===== src/rtl/score_keeper_bcd.sv =====
// score_keeper_bcd: packed-BCD game score with timed and event points,
// a gameover freeze and a high-score register with a new-record flag.
//
// Ports:
//   clk, reset (async, active-low)
//   start, gameover, clear_hi         control pulses
//   add_valid, add_value[3:0]         event points (BCD, clamped to 9)
//   score, hi_score [4*NUM_DIGITS]    packed BCD, LS digit at [3:0]
//   running, new_hi, saturated        status flags
module score_keeper_bcd #(
  parameter int NUM_DIGITS = 4,
  parameter int TICK_DIV   = 100000000,
  parameter bit SIMULATE   = 1'b0
) (
  input  logic                    clk,
  input  logic                    reset,
  input  logic                    start,
  input  logic                    gameover,
  input  logic                    add_valid,
  input  logic [3:0]              add_value,
  input  logic                    clear_hi,
  output logic [4*NUM_DIGITS-1:0] score,
  output logic [4*NUM_DIGITS-1:0] hi_score,
  output logic                    running,
  output logic                    new_hi,
  output logic                    saturated
);

  localparam int DIV = SIMULATE ? 10 : TICK_DIV;
  localparam int DW  = (DIV > 2) ? $clog2(DIV) : 1;
  localparam int W   = 4 * NUM_DIGITS;
  localparam int XW  = W + 4;

  localparam logic [DW-1:0] DIV_LAST = DW'(DIV - 1);
  localparam logic [W-1:0]  ALL_NINE = {NUM_DIGITS{4'h9}};

  typedef enum logic [1:0] {
    IDLE = 2'd0,
    RUN  = 2'd1,
    OVER = 2'd2
  } state_t;

  state_t state;
  state_t state_nx;

  logic          go_run;
  logic          end_game;
  logic [DW-1:0] div_cnt;
  logic          tick;

  logic [3:0]    pts;
  logic [3:0]    inc;
  logic          inc_hi;
  logic [3:0]    inc_lo;

  logic [XW-1:0] score_x;
  logic [XW-1:0] sum_x;
  logic [3:0]    dig_a;
  logic [3:0]    dig_b;
  logic [4:0]    dig_s;
  logic          cy;
  logic          ovf;

  // Next-state decode. gameover wins over start only in RUN,
  // where start is ignored anyway.
  always_comb begin
    state_nx = state;
    go_run   = 1'b0;
    end_game = 1'b0;
    unique case (1'b1)
      (state == RUN): begin
        if (gameover) begin
          state_nx = OVER;
          end_game = 1'b1;
        end
      end
      (state == IDLE),
      (state == OVER): begin
        if (start) begin
          state_nx = RUN;
          go_run   = 1'b1;
        end
      end
      default: state_nx = IDLE;
    endcase
  end

  always_ff @(posedge clk or negedge reset) begin
    if (!reset) begin
      state <= IDLE;
    end else begin
      state <= state_nx;
    end
  end

  assign tick = (state == RUN) && (div_cnt == DIV_LAST);

  // Increment is 0..10; split it into two BCD digits.
  always_comb begin
    pts = 4'd0;
    if (add_valid) begin
      pts = (add_value > 4'd9) ? 4'd9 : add_value;
    end
    inc    = pts + {3'b000, tick};
    inc_hi = (inc == 4'd10);
    inc_lo = inc_hi ? 4'd0 : inc;
  end

  // One spare digit on top catches overflow past NUM_DIGITS,
  // including a carry of 10 into a single-digit score.
  assign score_x = {4'h0, score};

  always_comb begin
    sum_x = '0;
    cy    = 1'b0;
    dig_a = 4'h0;
    dig_b = 4'h0;
    dig_s = 5'd0;
    for (int i = 0; i <= NUM_DIGITS; i++) begin
      dig_a = score_x[4*i +: 4];
      dig_b = 4'h0;
      if (i == 0) begin
        dig_b = inc_lo;
      end else if (i == 1) begin
        dig_b = {3'b000, inc_hi};
      end
      dig_s = {1'b0, dig_a} + {1'b0, dig_b} + {4'b0000, cy};
      if (dig_s > 5'd9) begin
        sum_x[4*i +: 4] = 4'(dig_s - 5'd10);
        cy              = 1'b1;
      end else begin
        sum_x[4*i +: 4] = dig_s[3:0];
        cy              = 1'b0;
      end
    end
  end

  assign ovf = (sum_x[XW-1 -: 4] != 4'h0);

  always_ff @(posedge clk or negedge reset) begin
    if (!reset) begin
      score     <= '0;
      hi_score  <= '0;
      div_cnt   <= '0;
      running   <= 1'b0;
      new_hi    <= 1'b0;
      saturated <= 1'b0;
    end else begin
      running <= (state_nx == RUN);
      if (go_run) begin
        score     <= '0;
        div_cnt   <= '0;
        saturated <= 1'b0;
        new_hi    <= 1'b0;
      end else if (end_game) begin
        // Valid BCD digits order the same as the binary
        // value of the packed vector.
        if (score > hi_score) begin
          hi_score <= score;
          new_hi   <= 1'b1;
        end else begin
          new_hi   <= 1'b0;
        end
      end else if (state == RUN) begin
        div_cnt <= tick ? '0 : div_cnt + 1'b1;
        if (saturated || ovf) begin
          score     <= ALL_NINE;
          saturated <= 1'b1;
        end else begin
          score <= sum_x[W-1:0];
        end
      end
      if (clear_hi && (state != RUN)) begin
        hi_score <= '0;
        new_hi   <= 1'b0;
      end
    end
  end

endmodule


===== config.mk =====
export PLATFORM = sky130hd
export DESIGN_NAME = score_keeper_bcd
export DESIGN_NICKNAME = d
export VERILOG_FILES = /design/src/rtl/score_keeper_bcd.sv
export SDC_FILE = /design/constraint.sdc
export NUM_CORES = 1
export LEC_CHECK = 0
export BUFFER_PORTS_ARGS = -buffer_cell sky130_fd_sc_hd__clkbuf_2
export CORE_ASPECT_RATIO = 0.75
export CORE_MARGIN = 4
export CORE_UTILIZATION = 35
export CTS_BUF_LIST = sky130_fd_sc_hd__clkbuf_8
export DETAILED_ROUTE_END_ITERATION = 12
export PLACE_DENSITY = 0.61
export SYNTH_ARGS = -nofsm -noshare
export SYNTH_HDL_FRONTEND = slang
export SYNTH_SLANG_ARGS = --single-unit

===== constraint.sdc =====
create_clock -name clk -period 10.9 [get_ports clk]
set_input_delay 0 -clock clk [delete_from_list [all_inputs] [get_ports clk]]
set_output_delay 0 -clock clk [all_outputs]
set_load 0.03 [all_outputs]

## Yosys cells after proc, flatten, opt, wreduce, memory -nomap -nowiden

Index checks and enable logic that the tools add are counted.
W data, S select, Z words.

| storage, ports and cells | value |
|---|---|
| memory bits (writable) | 0 |
| latch bits | 0 |
| flip-flop bits (word level) | 64 |
| memories kept | 0 |
| output and inout bits | 35 |
| bits in read-only memories | 0 |
| logic and storage cells | 87 |
| input bits | 10 |

| operators by class | value |
|---|---|
| $add $sub $neg | 12 |
| multiplexer cells | 39 |
| $mul | 0 |
| order comparisons | 7 |
| bitwise gates (word level) | 0 |
| reductions and logical operators | 14 |
| shifts and indexed selects | 0 |
| divide/modulo/power cells | 0 |
| equal/unequal tests | 8 |

Operators with widths:

| operator | count |
|---|---|
| $mux W16 | 8 |
| $mux W27 | 4 |
| $mux W4 | 8 |
| $add A27 B1 Y27 const B | 1 |
| $eq A27 B27 Y1 const B | 1 |
| $gt A5 B4 Y1 const B | 4 |
| $gt A16 B16 Y1 | 1 |
| $mux W1 | 16 |
| $sub A4 B4 Y4 const B | 4 |
| $add A4 B1 Y5 | 3 |
| $reduce_bool A2 Y1 | 4 |
| $reduce_and A3 Y1 | 2 |
| $add A4 B4 Y5 | 1 |
| $add A5 B1 Y5 | 1 |
| $add A4 B1 Y4 | 1 |
| $eq A2 B1 Y1 const B | 2 |
| $eq A4 B4 Y1 const B | 1 |
| $gt A1 B4 Y1 const B | 1 |
| $gt A4 B4 Y1 const B | 1 |
| $mux W2 | 2 |
| $ne A2 B1 Y1 const B | 2 |
| $pmux W2 S2 | 1 |
| $reduce_bool A4 Y1 | 1 |
| $sub A1 B4 Y4 const B | 1 |
| other kinds (8) | 9 |

## Logic depth before layout (Yosys ltp)

Gate-level depths: netlist of the first run.

| depth | value |
|---|---|
| word-level depth | 26 |
| gate-level depth with buffers | 36 |

## Worst setup path after synthesis of the first run

Ideal clock, no wire load.

| timing path | value |
|---|---|
| path type | register to register |
| start | register div_cnt[0] |
| end | register score[10] |
| setup time | 121 ps |
| period minus slack after synthesis | 7561 ps |
| arrival time | 7440 ps |
| stages on the path, launching flop included | 37 |
| path slack | 3339 ps |
| cells stage by stage | dfrtp_1 ha_1 nand4_1 or2_2 nor4_1 ha_1 ha_1 xnor2_1 nor3b_1 nand3_1 and2_1 ha_1 a21o_1 a21oi_1 xor2_1 o21a_1 fa_1 inv_1 ha_1 or2_2 a21oi_1 or3_1 inv_1 ha_1 ha_1 o21ai_0 or2_2 a2bb2oi_1 ha_1 ha_1 xnor2_1 ha_1 nor2b_1 a31o_2 a21boi_1 nor3_1 a22o_1 |

| on the way | value |
|---|---|
| longest elaborated chain between the ends | 25 |

Ends and longest elaborated chain:

| element | line | source |
|---|---|---|
| from (decl) | 48 | `logic [DW-1:0] div_cnt;` |
| from (signal assigned) | 165 | `div_cnt <= tick ? '0 : div_cnt + 1'b1;` |
| $eq A27 B27 Y1 (*) | 96 | `assign tick = (state == RUN) && (div_cnt == DIV_LAST);` |
| $logic_and A1 B1 Y1 (*) | 96 |  |
| $add A4 B1 Y4 (*) | 104 | `inc = pts + {3'b000, tick};` |
| $eq A4 B4 Y1 | 105 | `inc_hi = (inc == 4'd10);` |
| $mux W4 | 106 | `inc_lo = inc_hi ? 4'd0 : inc;` |
| $add A4 B4 Y5 | 127 | `dig_s = {1'b0, dig_a} + {1'b0, dig_b} + {4'b0000, cy};` |
| $gt A5 B4 Y1 | 128 | `if (dig_s > 5'd9) begin` |
| $mux W1 | 128 |  |
| [... 9 more ...] | -- |  |
| $sub A1 B4 Y4 or $gt A1 B4 Y1 (tied branches) | 129, 128 |  |
| $mux W4 | 128 |  |
| $reduce_bool A4 Y1 | 138 | `assign ovf = (sum_x[XW-1 -: 4] != 4'h0);` |
| $logic_or A1 B1 Y1 | 166 | `if (saturated \|\| ovf) begin` |
| $mux W16 (*) | 166 |  |
| $mux W16 (*) | 164 | `end else if (state == RUN) begin` |
| $mux W16 (*) | 155 | `end else if (end_game) begin` |
| $mux W16 (*) | 150 | `if (go_run) begin` |
| to (signal assigned) | 170 | `score <= sum_x[W-1:0];` |
| to (decl) | 22 | `output logic [4*NUM_DIGITS-1:0] score,` |

Mark *: on every way between the ends. The rest lies on a longest branch, timed or not. The select of a mux whose other input is x is not followed.
A chain may end at the register's enable or synchronous reset.

## Final worst setup path of the first run

| timing path | value |
|---|---|
| start | register div_cnt[1] |
| end | register score[5] |

| on the way | value |
|---|---|
| longest elaborated chain between the ends | 25 |

Ends and longest elaborated chain:

| element | line |
|---|---|
| $eq A27 B27 Y1 (*) | 96 |
| $logic_and A1 B1 Y1 (*) | 96 |
| $add A4 B1 Y4 (*) | 104 |
| $eq A4 B4 Y1 | 105 |
| $mux W4 | 106 |
| $add A4 B4 Y5 | 127 |
| $gt A5 B4 Y1 | 128 |
| $mux W1 | 128 |
| [... 9 more ...] | -- |
| $sub A1 B4 Y4 or $gt A1 B4 Y1 (tied branches) | 129, 128 |
| $mux W4 | 128 |
| $reduce_bool A4 Y1 | 138 |
| $logic_or A1 B1 Y1 | 166 |
| $mux W16 (*) | 166 |
| $mux W16 (*) | 164 |
| $mux W16 (*) | 155 |
| $mux W16 (*) | 150 |

Marked as above.

==> reports/summary.txt, run 1 <==
status -> finished, final reports clean
Die X -> 135 µm
most frequent cells in the layout -> dfrtp_1 (64), nand2_1 (43), clkbuf_2 (43)
Post-CTS Setup Inserts -> 0
Mapped Area -> 0.004234 mm²
flops & latches, synth -> 64
Final min period -> 8.839 ns
CTS Hold Bufs -> 3
# clock sinks -> 64
Resize count post-CTS -> 0
total track usage -> 16.30%
Max Fclk -> 0.1131 GHz
P_leak -> 2.188 nW
Multi-input gate area -> 0.002426 mm²
Hold Vio Cnt, Final -> 0
Crit-path slowest cell -> a21boi_1
Reg-to-Reg End -> score[5]$_DFFE_PN0P_
commonest non-fill, non-tap cell in the layout -> dfrtp_1
final period utilization -> 81.10%
Setup Skew -> 0.008508 ns
Worst Hold Class -> in2reg
yosys warns -> 0
Initial DRT Pass Iterations -> 5
Clk pin slew, worst setup/hold paths -> 0.07 ns
number of antenna violations at the first check in global routing -> 0
post-DR vias/cell -> 5.519
Worst setup SP type -> flip-flop
crit path max fanout -> 10
Max Cap Viol -> 0
detailed-route DRC error count -> 0
Worst Max-Slew Pin Slew -> 1.105 ns
Crit path top cell by count -> ha_1
Unique masters post-synth -> 58
vias in the first global route -> 3532
CP Data Arrival Time -> 9.07 ns
RSZ-0062 raised after global routing -> no
synth-to-layout area growth -> 14.30%
element type at the critical path end -> flip-flop
die area -> 0.01394 mm²
Post-Syn Instances -> 461
initial drt markers -> 259
Worst VDD drop -> 0.07773 mV
Slew Viols, Final -> 0
GRT overflow -> 0
setup TNS -> 0 ns
endpoints failing setup -> 0
average size of a mapped cell -> 9.185 µm²
Clock Path Buffers -> 2
total CTS buffers -> 9
gpl congestion -> 0.8290
count of input and output buffers -> 44
DP HPWL -> 7736 µm
drt total wl -> 10950 µm
wire per inst -> 16.35 µm
WHS Path Cells -> 3
Reg area -> 0.001602 mm²
Hold Crit Start -> clear_hi
pwr dens -> 154.9 mW/mm²
Final Total Pwr -> 749.6 µW
Post-synth ARST share -> 100.0%
CTS H-Tree Depth -> 3
Worst slew margin -> 26.36%
CTS tree -> done
ANT cells -> 0
Syn Nets -> 505
CP Class -> reg2reg
Worst Hold Path EP -> new_hi$_DFFE_PN0P_
Initial Util -> 36.19%
Crit path required time -> 11.13 ns
slowest stage delay, CP -> 0.65 ns
nets -> 547
first-pass GRT wire length -> 18150 µm
Filler cells -> 1162
Worst R2R Setup Slack -> 2.06 ns
Post-synth EDFFs -> 0
CTS Root Cell -> clkbuf_8
share of cells above drive strength 1 -> 15.55%
clk_lat worst skew -> 0.35 ns
post-route ant nets -> 0
Ports -> 45
Synth Flop Type -> dfrtp_1
worst r2r src -> div_cnt[1]$_DFFE_PN0P_
die span in y -> 103.3 µm
pin count of the biggest net entering global routing -> 65
total number of vias -> 3698
Core Footprint -> 0.01170 mm²
worst-case reg-to-reg path depth -> 36
sequential area share after synthesis -> 37.83%
Core Rows -> 34
-- sequential cells by signal, indices dropped and copies added (netlist names) --
| signal | cells |
|---|---|
| score | 16 |
| new_hi | 1 |
| running | 1 |
| div_cnt | 27 |
| hi_score | 16 |
| saturated | 1 |
| state | 2 |
-- how the worst max path moves through the flow --
stage	start	to	slack, ns	cells past startpoint
floorplan	div_cnt[0]$_DFFE_PN0P_	score[10]$_DFFE_PN0P_	3.34	36
global placement	div_cnt[0]$_DFFE_PN0P_	score[5]$_DFFE_PN0P_	2.63	36
detailed placement	div_cnt[1]$_DFFE_PN0P_	score[10]$_DFFE_PN0P_	2.17	36
CTS	div_cnt[1]$_DFFE_PN0P_	score[10]$_DFFE_PN0P_	2.16	36
global route	div_cnt[1]$_DFFE_PN0P_	score[9]$_DFFE_PN0P_	1.43	36
finish	div_cnt[1]$_DFFE_PN0P_	score[5]$_DFFE_PN0P_	2.06	36
-- through the flow --
step / hold slack [ns] / util, % / cell area, µm² / std cells / worst slack, ns
global route: 0.03893 / 41.37 / 4840 / 670 / 1.427
finish: 0.04747 / 41.37 / 4840 / 670 / 2.061
global placement: 0.2485 / 39.23 / 4589 / 651 / 2.632
CTS: 0.03497 / 41.37 / 4840 / 670 / 2.164
detailed placement: 0.2569 / 39.23 / 4589 / 651 / 2.172
floorplan: -0.2956 / - / 4234 / 461 / 3.339
-- critical path: cells and delay by family (launching register included) --
family	cells	cell delay, ns
compound gates	9	2.25
fa+ha+maj	11	2.89
simple gates	11	2.70
flops	1	0.41
xor+xnor	3	0.36
buf+inv	2	0.13
-- cells by family after synthesis --
kind of cell | Yosys count | synth area share, %
flops | 64 | 37.83
simple gates | 158 | 20.42
buf+inv | 49 | 5.083
xor+xnor | 11 | 2.276
compound gates | 137 | 22.05
mux | 8 | 1.950
fa+ha+maj | 34 | 10.40
-- routing by layer --
metal  global-route usage [%]  up-vias  part of all wire (%)
met5                        0        -                     0
met4                    4.880        0                   1.2
met3                    3.482       11                   3.9
met2                    24.70       78                    45
met1                    23.58     1810                    50
li1                         -     1799                     -
-- cells in the mapped netlist (all sizes together), types with 6 or more instances --
cell type / number / area, µm²
xnor2: 8 / 70.07
nor2: 15 / 56.30
nand2: 43 / 161.4
nor3: 9 / 45.04
inv: 29 / 108.9
nor2b: 6 / 37.54
buf: 10 / 68.81
nand2b: 9 / 56.30
o21ai: 27 / 135.1
nand4: 9 / 56.30
clkbuf: 10 / 37.54
a22o: 22 / 192.7
a31oi: 16 / 100.1
nor4: 7 / 43.79
dfrtp: 64 / 1602
nand3: 16 / 80.08
mux2i: 6 / 60.06
a21oi: 27 / 135.1
and2: 7 / 43.79
ha: 32 / 400.4
a41oi: 6 / 52.55
-- where the power goes --
part	leakage (nW)	internal [mW]	switching, mW
combinational	1.19	0.0797	0.153
sequential	0.883	0.258	0.0265
clock	0.112	0.134	0.0982
total	2.19	0.471	0.278
-- cell type report --
| class | instances | share of cell area (%) |
|---|---|---|
| Sequential cell | 64 | 33.09 |
| Timing Repair Buffer | 51 | 5.791 |
| Clock inverter | 6 | 1.706 |
| Multi-Input combinational cell | 348 | 50.13 |
| Tap cell | 162 | 4.188 |
| Clock buffer | 10 | 2.844 |
| Inverter | 29 | 2.249 |
(Power assumes the default switching activity.)
==> run 2, diff against run 1 <==
==> constraint.sdc (replaced) <==
create_clock -name clk -period 9 [get_ports clk]
set_input_delay 0 -clock clk [delete_from_list [all_inputs] [get_ports clk]]
set_output_delay 0 -clock clk [all_outputs]
set_load 0.03 [all_outputs]
==> reports/summary.txt, run 2 (synthesis gave the netlist of run 1 again) <==
final hold slack -> 0.03950 ns
post-layout util -> 41.34%
Final Instance Count excl. Fillers -> 670
wire per inst -> 16.21 µm
# clock sinks -> 64
GRT overflow -> 0
endpoints failing setup -> 0
nets -> 547
number of flip-flops in the largest register -> 27
ANT cells -> 0
synth-to-layout area growth -> 14.21%
Post-CTS Setup Inserts -> 0
Power Internal -> 549.1 µW
Worst slew margin -> 24.10%
clk_lat worst skew -> 0.35 ns
pwr dens -> 182.0 mW/mm²
CTS tree -> done
Flop pwr share -> 39.2%
Reg with most FFs -> div_cnt
total number of vias -> 3741
gpl congestion -> 0.8630
Sw Share -> 37.62%
Slew Viols, Final -> 0
P_leak -> 2.189 nW
Clock Path Buffers -> 2
total track usage -> 16.06%
Hold Crit Start -> clear_hi
slowest stage delay, CP -> 0.41 ns
status -> finished, final reports clean
pin count of the biggest net entering global routing -> 65
commonest non-fill, non-tap cell in the layout -> dfrtp_1
RSZ-0062 raised after global routing -> no
Final min period -> 8.223 ns
CTS Root Cell -> clkbuf_8
Worst Max-Slew Pin Slew -> 1.138 ns
Clk pin slew, worst setup/hold paths -> 0.06 ns
Largest regs -> div_cnt: 27 flops, hi_score: 16 flops, score: 16 flops
CP Data Arrival Time -> 8.46 ns
drt total wl -> 10860 µm
Setup Skew -> 0.007523 ns
Crit-path slowest cell -> dfrtp_1
CP Class -> reg2reg
Inst Count DP -> 651
Ports -> 45
Worst VDD drop -> 0.06568 mV
Worst setup SP type -> flip-flop
Core Footprint -> 0.01170 mm²
detailed-route DRC error count -> 0
Switching Power -> 331.2 µW
total CTS buffers -> 9
Multi-input gate area -> 0.002444 mm²
vias in the first global route -> 3579
clock network power share -> 28.8%
first-pass GRT wire length -> 18180 µm
die span in y -> 103.3 µm
DP HPWL -> 7679 µm
Initial DRT Pass Iterations -> 5
Core Rows -> 34
number of antenna violations at the first check in global routing -> 0
crit path max fanout -> 10
CTS H-Tree Depth -> 3
Combinational Power Share -> 32.0%
Initial Util -> 36.19%
Reg-to-Reg End -> score[10]$_DFFE_PN0P_
Filler cells -> 1150
worst r2r src -> div_cnt[1]$_DFFE_PN0P_
share of cells above drive strength 1 -> 15.55%
die area -> 0.01394 mm²
Die X -> 135 µm
initial drt markers -> 218
count of input and output buffers -> 44
Worst Hold Class -> in2reg
Max Fclk -> 0.1216 GHz
most frequent cells in the layout -> dfrtp_1 (64), nand2_1 (43), clkbuf_2 (43)
Reg area -> 0.001602 mm²
final period utilization -> 91.37%
Crit path required time -> 9.24 ns
Max Cap Viol -> 0
worst-case reg-to-reg path depth -> 36
Hold Vio Cnt, Final -> 0
post-DR vias/cell -> 5.584
Worst Hold Path EP -> new_hi$_DFFE_PN0P_
WHS Path Cells -> 3
Worst R2R Setup Slack -> 0.78 ns
Crit path top cell by count -> ha_1
element type at the critical path end -> flip-flop
setup TNS -> 0 ns
post-route ant nets -> 0
==> run 2: changes by cell type in the layout (fill, tap and decap cells not counted), sizes merged <==
cell,previous run,this run
clkbuf,53,54
clkinv,3,2
clkinvlp,1,0
inv,29,31
bufinv,2,1
==> run 2: metrics by stage <==
step                worst slack [ns]  power [mW]  area [µm²]
finish                        0.7765      0.8802        4836
global route                  0.1046      0.9337        4836
floorplan                      1.439      0.5457        4234
global placement              0.7581      0.6220        4589
CTS                           0.3568      0.8894        4818
detailed placement            0.3602      0.6289        4589
==> run 2: worst max-delay path: cells and delay by family, from the launching register on <==
| kind | cells | cell delay (ns) |
|---|---|---|
| flops | 1 | 0.41 |
| xor+xnor | 3 | 0.56 |
| fa+ha+maj | 11 | 2.69 |
| simple gates | 11 | 2.57 |
| buf+inv | 2 | 0.11 |
| compound gates | 9 | 1.78 |
==> run 2: cell type report <==
type                    count  share of cell area (%)
clock buffers              11                   3.131
flip-flops and latches     64                   33.12
well taps                 162                   4.191
repair buffers             51                   5.796
inverters                  29                   2.251
clock inverters             5                  0.9832
multi-input cells         348                   50.53
==> run 2: routing by layer <==
metal,vias up,routed length [µm],track usage [%]
li1,1804,-,-
met1,1816,5565,23.04
met2,98,4588,24.55
met3,23,517,3.627
met4,0,188,4.570
met5,-,0,0
==> run 2: worst max-delay path by stage <==
stage / endpoint / slack, ns / start / cells past startpoint
final: score[10]$_DFFE_PN0P_ / 0.78 / div_cnt[1]$_DFFE_PN0P_ / 36
after global routing: score[10]$_DFFE_PN0P_ / 0.10 / div_cnt[1]$_DFFE_PN0P_ / 36
after CTS: score[10]$_DFFE_PN0P_ / 0.36 / div_cnt[1]$_DFFE_PN0P_ / 36
after detailed placement: score[5]$_DFFE_PN0P_ / 0.36 / div_cnt[1]$_DFFE_PN0P_ / 36
after global placement: score[5]$_DFFE_PN0P_ / 0.76 / div_cnt[0]$_DFFE_PN0P_ / 36
after floorplan: score[10]$_DFFE_PN0P_ / 1.44 / div_cnt[0]$_DFFE_PN0P_ / 36
==> run 2: timing repair <==
action | in CTS | in global routing
hold endpoints to repair | 65 | 0
endpoints found under the setup margin | 0 | 14
resized for setup | 0 | 3
hold buffers | 3 | 0
==> run 2: power by group through the flow <==
stage	Combinational (mW)	Clock, mW	Sequential [mW]
2_1_floorplan	0.170	0	0.376
3_3_place_gp	0.273	0	0.349
3_5_place_dp	0.278	0	0.351
4_1_cts	0.282	0.262	0.346
5_1_grt	0.310	0.275	0.349
6_report	0.282	0.253	0.345
